### src/rtl/repl_pkg.sv
// Shared types and constants for the 4-way cache replacement controller.
// Holds the FSM state enum, counter/index widths and one-hot helpers.
package repl_pkg;

  localparam int CTR_W = 3;
  localparam int IDX_W = 2;
  localparam int NSETS = 1 << IDX_W;

  localparam logic [CTR_W-1:0] CTR_LOAD_VAL = 3'b111;

  typedef enum logic [2:0] {
    IDLE,
    SAMPLE,
    WAIT_FILL,
    UPDATE,
    HIT_UPD
  } state_t;

  function automatic logic [NSETS-1:0] set_1h(
    input logic [IDX_W-1:0] i
  );
    return NSETS'(1) << i;
  endfunction

  function automatic logic [3:0] way_1h(
    input logic [1:0] w
  );
    return 4'b0001 << w;
  endfunction

endpackage

### src/rtl/repl_ctrl_victim_sel.sv
// Combinational victim picker: lowest invalid way first, otherwise the
// way with the smallest counter (ties to lowest way). Ports: way_valid, ctr_vals -> victim.
module victim_sel
  import repl_pkg::*;
(
  input  logic [3:0]         way_valid,
  input  logic [4*CTR_W-1:0] ctr_vals,
  output logic [1:0]         victim
);

  logic             w_found;
  logic [CTR_W-1:0] w_min;

  always_comb begin
    w_found = 1'b0;
    w_min   = ctr_vals[0 +: CTR_W];
    victim  = 2'd0;
    for (int w = 0; w < 4; w++) begin
      if (!way_valid[w] && !w_found) begin
        victim  = 2'(w);
        w_found = 1'b1;
      end
    end
    if (!w_found) begin
      for (int w = 1; w < 4; w++) begin
        // strict compare keeps the lowest way on ties
        if (ctr_vals[w*CTR_W +: CTR_W] < w_min) begin
          w_min  = ctr_vals[w*CTR_W +: CTR_W];
          victim = 2'(w);
        end
      end
    end
  end

endmodule

### src/rtl/repl_ctrl.sv
// Replacement controller: picks a victim on a miss, ages the other ways
// after the fill, refreshes the hit way on a hit. All outputs registered.
module repl_ctrl
  import repl_pkg::*;
(
  input  logic               clk,
  input  logic               reset,
  input  logic               miss_req,
  input  logic [IDX_W-1:0]   miss_index,
  input  logic               hit_req,
  input  logic [IDX_W-1:0]   hit_index,
  input  logic [1:0]         hit_way,
  input  logic [3:0]         way_valid,
  input  logic               fill_done,
  input  logic [4*CTR_W-1:0] ctr_vals,
  output logic [IDX_W-1:0]   ctr_index,
  output logic [NSETS-1:0]   ctr_index_dec,
  output logic [3:0]         ctr_dec,
  output logic [3:0]         ctr_load,
  output logic [1:0]         victim_way,
  output logic               victim_valid,
  output logic               busy,
  output logic               miss_ack,
  output logic               hit_ack
);

  state_t             r_state, w_state;
  logic [IDX_W-1:0]   r_idx, w_idx;
  logic [NSETS-1:0]   r_idx_dec, w_idx_dec;
  logic [3:0]         r_dec, w_dec;
  logic [3:0]         r_load, w_load;
  logic [1:0]         r_vic, w_vic;
  logic               r_vv, w_vv;
  logic               r_busy, w_busy;
  logic               r_mack, w_mack;
  logic               r_hack, w_hack;
  logic [4*CTR_W-1:0] r_snap, w_snap;
  logic [1:0]         w_pick;

  victim_sel u_vsel (
    .way_valid (way_valid),
    .ctr_vals  (ctr_vals),
    .victim    (w_pick)
  );

  always_comb begin
    w_state   = r_state;
    w_idx     = r_idx;
    w_idx_dec = r_idx_dec;
    w_dec     = 4'd0;
    w_load    = 4'd0;
    w_vic     = r_vic;
    w_vv      = r_vv;
    w_busy    = r_busy;
    w_mack    = 1'b0;
    w_hack    = 1'b0;
    w_snap    = r_snap;
    unique case (r_state)
      IDLE: begin
        if (miss_req) begin
          w_idx     = miss_index;
          w_idx_dec = set_1h(miss_index);
          w_busy    = 1'b1;
          w_state   = SAMPLE;
        end else if (hit_req) begin
          w_idx     = hit_index;
          w_idx_dec = set_1h(hit_index);
          w_busy    = 1'b1;
          w_load    = way_1h(hit_way);
          w_hack    = 1'b1;
          w_state   = HIT_UPD;
        end
      end
      SAMPLE: begin
        w_vic   = w_pick;
        w_vv    = 1'b1;
        // keep the sampled counters: the decrement mask is built later
        w_snap  = ctr_vals;
        w_state = WAIT_FILL;
      end
      WAIT_FILL: begin
        if (fill_done) begin
          w_load = way_1h(r_vic);
          for (int w = 0; w < 4; w++) begin
            // a counter already at zero is left alone (no wrap)
            w_dec[w] = (2'(w) != r_vic) &&
                       (r_snap[w*CTR_W +: CTR_W] != '0);
          end
          w_mack  = 1'b1;
          w_vv    = 1'b0;
          w_state = UPDATE;
        end
      end
      UPDATE, HIT_UPD: begin
        w_idx_dec = '0;
        w_busy    = 1'b0;
        w_state   = IDLE;
      end
      default: begin
        w_idx_dec = '0;
        w_busy    = 1'b0;
        w_vv      = 1'b0;
        w_state   = IDLE;
      end
    endcase
  end

  always_ff @(posedge clk or negedge reset) begin
    if (!reset) begin
      r_state   <= IDLE;
      r_idx     <= '0;
      r_idx_dec <= '0;
      r_dec     <= '0;
      r_load    <= '0;
      r_vic     <= '0;
      r_vv      <= 1'b0;
      r_busy    <= 1'b0;
      r_mack    <= 1'b0;
      r_hack    <= 1'b0;
      r_snap    <= '0;
    end else begin
      r_state   <= w_state;
      r_idx     <= w_idx;
      r_idx_dec <= w_idx_dec;
      r_dec     <= w_dec;
      r_load    <= w_load;
      r_vic     <= w_vic;
      r_vv      <= w_vv;
      r_busy    <= w_busy;
      r_mack    <= w_mack;
      r_hack    <= w_hack;
      r_snap    <= w_snap;
    end
  end

  assign ctr_index     = r_idx;
  assign ctr_index_dec = r_idx_dec;
  assign ctr_dec       = r_dec;
  assign ctr_load      = r_load;
  assign victim_way    = r_vic;
  assign victim_valid  = r_vv;
  assign busy          = r_busy;
  assign miss_ack      = r_mack;
  assign hit_ack       = r_hack;

endmodule

### config.mk
export PLATFORM = sky130hd
export DESIGN_NAME = repl_ctrl
export DESIGN_NICKNAME = d
export VERILOG_FILES = /design/src/rtl/repl_pkg.sv /design/src/rtl/repl_ctrl_victim_sel.sv /design/src/rtl/repl_ctrl.sv
export SDC_FILE = /design/constraint.sdc
export NUM_CORES = 1
export LEC_CHECK = 0
export CAP_MARGIN = 20
export CORE_ASPECT_RATIO = 1.75
export CORE_UTILIZATION = 45
export CTS_BUF_LIST = sky130_fd_sc_hd__clkbuf_16
export DETAILED_ROUTE_END_ITERATION = 6
export HOLD_SLACK_MARGIN = 0.08
export PLACE_DENSITY = 0.75
export SYNTH_ARGS = -nofsm -noshare
export SYNTH_HDL_FRONTEND = slang
export SYNTH_SLANG_ARGS = --single-unit
### constraint.sdc
create_clock -name clk -period 1.85 [get_ports clk]
set_input_delay 0.37 -clock clk [delete_from_list [all_inputs] [get_ports clk]]
set_output_delay 0.37 -clock clk [all_outputs]
set_load 0.05 [all_outputs]
==> impl_metrics.env, run 1 <==
export IMPL_tns_ns=-1.88
export IMPL_finalMaxSlewViolations=0
export IMPL_path_clk_slew_ns=0.05
export IMPL_critPathMostFrequentCell="ha_4"
export IMPL_core_area_um2=3660
export IMPL_min_period_over_period_pct=154
export IMPL_arrival_ns=3.00
export IMPL_vias_per_cell=5.47
export IMPL_synth_seq_cells=35
export IMPL_synth_top_family_by_area="compound AO/OA/AOI/OAI gates"
export IMPL_ys_async_sr_fraction_pct=100
export IMPL_critPathLaunchType="input port"
export IMPL_hpwl_um=3440
export IMPL_crit_path_end_kind="flop"
export IMPL_synth_area_mux_share_pct=10.6
export IMPL_synth_compound_area_share_pct=16.7
export IMPL_antenna_found_initial=0
export IMPL_synthToLayoutAreaGrowth_pct=55.1
export IMPL_p_per_area_nw_per_um2=1490
export IMPL_num_antenna_cells=0
export IMPL_die_w_um=49.2
export IMPL_first_pass_iters=4
export IMPL_worst_pin_slew_ns=0.498
export IMPL_die_y_um=84.7
export IMPL_gp_congestion=0.874
export IMPL_nFillCells=256
export IMPL_fmax_mhz=352
export IMPL_rows=29
export IMPL_slew_headroom_pct=66.7
export IMPL_grt_usage_pct=23.9
export IMPL_pre_cts_slack_ns=-1.76
export IMPL_cp_cell_sequence="buf_8, ha_4, a21oi_4, o21ai_4, mux2i_4, ha_4, buf_6, a211oi_4, a31oi_4, o21ai_2, ha_4, a21o_1, nand3_2, a21o_1, a31oi_1, o22ai_1"
export IMPL_slowest_delay_ns=0.29
export IMPL_maxCapViolCount=0
export IMPL_rsz0062_at_grt="yes"
export IMPL_crit_type="in -> reg"
export IMPL_setup_viol=2
export IMPL_synthCells=154
export IMPL_layout_nets=264
export IMPL_yosysMostFrequentCell="dfrtp_1"
export IMPL_synth_common_cells="dfrtp_1, mux2_2, inv_1, nor2_1"
export IMPL_clockBufferDepth=2
export IMPL_dp_cells=257
export IMPL_holdCritPathClass="in -> reg"
export IMPL_pin_count=47
export IMPL_violations="negative setup slack"
export IMPL_ir_drop_v=0.000975
export IMPL_syn_avg_cell_area_um2=11.4
export IMPL_yosysTopAreaCellShare_pct=49.8
export IMPL_synth_xor_area_share_pct=0.498
export IMPL_synthSimpleGateAreaFrac_pct=12.1
export IMPL_run_status="finished, violations left"
export IMPL_skew_ns=0.00200
export IMPL_detailedRoute_firstIterationViolations=33
export IMPL_yosysTopAreaCell="dfrtp_1"
export IMPL_required_ns=2.00
export IMPL_detail_route_wl_per_cell_um=16.8
export IMPL_die_area_um2=4170
export IMPL_ctsRootBufferMaster="clkbuf_16"
export IMPL_synthFlopType="dfrtp_1"
export IMPL_drc=0
export IMPL_grt_pass1_wl_um=7270
export IMPL_synth_area_leaders="dfrtp_1, mux2_2, ha_1"
export IMPL_clk_latency_ns=0.27
export IMPL_final_cells=276
export IMPL_ys_seq_area_share_pct=49.8
export IMPL_synth_edf_count=0
export IMPL_cts_tree="done"
export IMPL_grt_overflow_total=0
export IMPL_final_antenna_net_count=0
export IMPL_wl_um=4630
export IMPL_cts_max_level=2
export IMPL_grt_pass1_vias=1657
export IMPL_vias=1510
export IMPL_cts_buffers=5
export IMPL_synth_cell_type_count=39
export IMPL_initial_core_util_pct=48.0
export IMPL_slowest_stage="a211oi_4"
export IMPL_fin_crit_ns=2.84
export IMPL_setup_slack_ns=-0.995
export IMPL_postCtsHoldBufs=0
export IMPL_hold_viol=0
export IMPL_synthAdderAreaFrac_pct=5.69
export IMPL_synthesis_nets=189
export IMPL_leakagePower_nw=1.23
export IMPL_port_buffers=46
export IMPL_syn_area_um2=1760
export IMPL_clkSinkCount=35
export IMPL_critPathMaxFanout=4
export IMPL_yosysWarnings=0
export IMPL_grt_max_degree=36
export IMPL_drive_gt1_share_pct=37.0
## layout make-up
cell class              count  area, um^2  share of cell area, %
well taps                  46        57.6                   2.11
clock buffers               5         125                   4.59
flip-flops and latches     35         876                   32.1
multi-input cells         104         941                   34.5
clock inverters             3        38.8                   1.42
inverters                  10        45.0                   1.65
repair buffers             73         643                   23.6
## report_power, final
group	internal [mW]	total (mW)	switching [mW]	leakage (nW)
sequential	1.08	1.33	0.254	0.441
clock	0.627	0.911	0.284	0.0812
combinational	0.781	1.83	1.04	0.706
## flip-flops by register name, indices dropped and copies added (netlist names)
signal         cells
r_state            3
ctr_index          2
ctr_dec            4
ctr_index_dec      4
victim_way         2
ctr_load           4
victim_valid       1
hit_ack            1
r_snap            12
miss_ack           1
busy               1
## critical path: cells and delay by family
kind / cells / cell delay, ns
fa+ha+maj: 3 / 0.59
compound gates: 9 / 1.49
simple gates: 1 / 0.11
mux: 1 / 0.21
buf+inv: 2 / 0.21
## layer usage
| metal | vias to the layer above | share of wire [%] | GRT usage, % |
|---|---|---|---|
| met5 | - | 0 | 0 |
| met4 | 0 | 4.2 | 13.1 |
| met3 | 19 | 3.5 | 4.17 |
| met2 | 56 | 60 | 47.9 |
| met1 | 729 | 32 | 20.9 |
| li1 | 706 | - | - |
## final timing paths
path	startpoint	end	slack [ns]	cells after the start
min	ctr_vals[5]	r_snap[5]	0.44	3
max reg2reg	r_state[0]	r_snap[6]	0.32	3
min in group asynchronous	reset	miss_ack	0.50	2
max	ctr_vals[5]	victim_way[1]	-0.99	16
max in group asynchronous	reset	ctr_index_dec[3]	1.04	2
min reg2reg	busy	busy	0.49	1
## placed cells by master (no fill, tap or decap), types with 2 or more instances in the layout
| master | netlist | routed |
|---|---|---|
| buf_4 | 0 | 37 |
| dfrtp_1 | 35 | 35 |
| clkdlybuf4s50_1 | 0 | 29 |
| mux2_2 | 13 | 13 |
| nor2_1 | 10 | 9 |
| inv_1 | 10 | 8 |
| nand2_1 | 8 | 6 |
| nand2b_1 | 5 | 5 |
| clkbuf_16 | 0 | 5 |
| o32ai_1 | 4 | 4 |
| o21ai_0 | 7 | 4 |
| a21o_1 | 4 | 4 |
| a21oi_1 | 5 | 4 |
| ha_4 | 0 | 4 |
| ha_1 | 8 | 4 |
| nand3_1 | 4 | 3 |
| nor2b_1 | 4 | 3 |
| nor3_1 | 3 | 3 |
| mux2i_1 | 4 | 3 |
| and3_1 | 2 | 2 |
| nand2_2 | 0 | 2 |
| o21ai_2 | 0 | 2 |
| a22o_1 | 2 | 2 |
| a31oi_1 | 2 | 2 |
| dlygate4sd2_1 | 0 | 2 |
| buf_6 | 3 | 2 |
| buf_8 | 0 | 2 |
## metrics by stage
| stage | instance area (um^2) | power [mW] | hold slack (ns) | utilization, % |
|---|---|---|---|---|
| finish | 2730 | 4.07 | 0.442 | 74.4 |
| CTS | 2640 | 4.04 | 0.433 | 72.1 |
| floorplan | 1830 | 2.54 | 0.0744 | - |
| global route | 2730 | 4.26 | 0.448 | 74.4 |
| global placement | 2400 | 3.00 | 0.464 | 65.5 |
| detailed placement | 2400 | 3.09 | 0.484 | 65.5 |
## cells by family after synthesis
| kind of cell | after synthesis |
|---|---|
| flops | 35 |
| fa+ha+maj | 8 |
| mux | 17 |
| buf+inv | 15 |
| compound gates | 38 |
| simple gates | 40 |
| xor+xnor | 1 |
## repair_timing
item                       4_1_cts  5_1_grt
setup endpoints to repair        2        2
pin swaps                       13       10
hold endpoints to repair         0        0
buffers inserted                 6        5
resized for setup               30        9
No activity file was read; power rests on OpenSTA's default activity.
==> inputs of run 2 (changes only) <==
Settings changed: SETUP_SLACK_MARGIN set to 0.1.
==> run 2 against run 1 <==
- critical path depth is the same
- the flow still finishes with violations (negative setup slack)
- largest power group unchanged
- cell area shrank 0.41%
- via count is the same
- routed wire length is essentially flat
- clock-buffer cell count is the same
- final cell count is the same
- clock power is essentially flat
- total power shrank 1.1%
- setup slack is the same
- non-clock buffer count is the same
- highest routed layer unchanged
- core utilization shrank 0.31 points
- clock skew is the same
==> impl_metrics.env, run 2 (synthesis results as in run 1) <==
export IMPL_vias_per_cell=5.47
export IMPL_pre_cts_slack_ns=-1.76
export IMPL_slowest_stage="a211oi_4"
export IMPL_clk_latency_ns=0.27
export IMPL_hpwl_um=3440
export IMPL_core_area_um2=3660
export IMPL_pwr_share_comb_pct=44.3
export IMPL_internal_power_mw=2.44
export IMPL_crit_type="in -> reg"
export IMPL_clockBufferDepth=2
export IMPL_p_sw_mw=1.58
export IMPL_run_status="finished, violations left"
export IMPL_rsz0062_at_grt="yes"
export IMPL_num_antenna_cells=0
export IMPL_die_w_um=49.2
export IMPL_grt_max_degree=36
export IMPL_leakagePower_nw=1.26
export IMPL_largest_reg_flops=12
export IMPL_vias=1510
export IMPL_cts_max_level=2
export IMPL_min_period_over_period_pct=154
export IMPL_clkSinkCount=35
export IMPL_ctsRootBufferMaster="clkbuf_16"
export IMPL_p_per_area_nw_per_um2=1480
export IMPL_power_frac_seq_pct=33.1
export IMPL_die_area_um2=4170
export IMPL_fin_crit_ns=2.84
export IMPL_drc=0
export IMPL_cp_cell_sequence="buf_8, ha_4, a21oi_4, o21ai_4, mux2i_4, ha_4, buf_6, a211oi_4, a31oi_4, o21ai_2, ha_4, a21o_1, nand3_2, a21o_1, a31oi_1, o22ai_1"
export IMPL_grt_pass1_wl_um=7270
export IMPL_initial_core_util_pct=48.0
export IMPL_wl_um=4630
export IMPL_synthToLayoutAreaGrowth_pct=54.4
export IMPL_port_buffers=46
export IMPL_antenna_found_initial=0
export IMPL_required_ns=2.00
export IMPL_slew_headroom_pct=67.3
export IMPL_holdCritPathClass="in -> reg"
export IMPL_grt_usage_pct=23.9
export IMPL_regMostFlops="r_snap"
export IMPL_gp_congestion=0.874
export IMPL_critPathMostFrequentCell="ha_4"
export IMPL_fmax_mhz=352
export IMPL_crit_path_end_kind="flop"
export IMPL_grt_overflow_total=0
export IMPL_ir_drop_v=0.000974
export IMPL_maxCapViolCount=0
export IMPL_cts_tree="done"
export IMPL_critPathMaxFanout=4
export IMPL_arrival_ns=3.00
export IMPL_worst_pin_slew_ns=0.492
export IMPL_finalMaxSlewViolations=0
export IMPL_switching_share_pct=39.3
export IMPL_power_frac_clock_pct=22.6
export IMPL_die_y_um=84.7
export IMPL_nFillCells=263
export IMPL_detail_route_wl_per_cell_um=16.8
export IMPL_skew_ns=0.00200
export IMPL_utilization_pct=74.1
export IMPL_pin_count=47
export IMPL_cts_buffers=5
export IMPL_hold_viol=0
export IMPL_postPlaceCellArea_um2=2400
export IMPL_final_cell_area_um2=2720
export IMPL_grt_pass1_vias=1657
export IMPL_final_antenna_net_count=0
export IMPL_layout_nets=264
export IMPL_setup_slack_ns=-0.995
export IMPL_drive_gt1_share_pct=37.0
export IMPL_setup_viol=2
export IMPL_first_pass_iters=4
export IMPL_detailedRoute_firstIterationViolations=33
export IMPL_path_clk_slew_ns=0.05
export IMPL_slowest_delay_ns=0.29
export IMPL_final_common_cell="buf_4"
export IMPL_layout_common_cells="buf_4, dfrtp_1, clkdlybuf4s50_1"
export IMPL_multi_input_area_um2=941
export IMPL_violations="negative setup slack"
export IMPL_regArea_um2=876
export IMPL_critPathLaunchType="input port"
export IMPL_rows=29
[run 2: cell count changes in the layout (fill, tap and decap cells not counted), sizes merged]
cell | before | now
dlygate4sd2 | 2 | 11
clkdlybuf4s50 | 29 | 20
[run 2: what timing repair did]
action / CTS / global route
pin swaps: 13 / 10
hold buffers: 0 / 0
setup buffers: 6 / 5
setup endpoints to repair: 11 / 2
gates resized for setup: 39 / 9
[run 2: worst paths after layout]
| kind | start | end | slack [ns] | depth (start not counted) |
|---|---|---|---|---|
| setup / recovery | ctr_vals[5] | victim_way[1] | -0.99 | 16 |
| hold / removal | ctr_vals[5] | r_snap[5] | 0.44 | 3 |
| setup reg to reg | r_state[0] | r_snap[6] | 0.32 | 3 |
| hold reg to reg | busy | busy | 0.49 | 1 |
| max in group asynchronous | reset | ctr_index_dec[3] | 1.04 | 2 |
| min in group asynchronous | reset | miss_ack | 0.50 | 2 |
[run 2: metal layers]
layer	vias to the layer above	global-route usage (%)	routed length, um
met5	-	0	0
met4	0	13.1	194
met2	56	47.9	2780
met1	729	20.9	1490
met3	19	4.17	165
li1	706	-	-
[run 2: metrics by stage]
step / total power, mW / instances / hold WS [ns] / setup TNS (ns)
floorplan: 2.54 / 154 / 0.0744 / -1.56
global placement: 3.00 / 257 / 0.464 / -3.08
detailed placement: 3.09 / 257 / 0.484 / -3.34
CTS: 4.00 / 271 / 0.433 / -1.50
global route: 4.22 / 276 / 0.448 / -2.07
finish: 4.02 / 276 / 0.442 / -1.88
[run 2: power groups by stage]
stage | Combinational, mW | Clock (mW) | Sequential (mW)
after global routing | 1.89 | 0.953 | 1.37
after CTS | 1.75 | 0.920 | 1.33
final | 1.78 | 0.911 | 1.33
after detailed placement | 1.74 | 0 | 1.34
after floorplan | 0.791 | 0 | 1.75
after global placement | 1.69 | 0 | 1.32
[run 2: worst max-delay path: cells and delay by family]
family          cells  cell delay [ns]
fa+ha+maj           3             0.59
simple gates        1             0.11
mux                 1             0.21
buf+inv             2             0.21
compound gates      9             1.49
[run 2: final cells by class]
type | instances | area share, %
repair buffers | 73 | 23.3
flip-flops and latches | 35 | 32.3
multi-input cells | 104 | 34.7
clock buffers | 5 | 4.61
well taps | 46 | 2.12
clock inverters | 3 | 1.43
inverters | 10 | 1.66
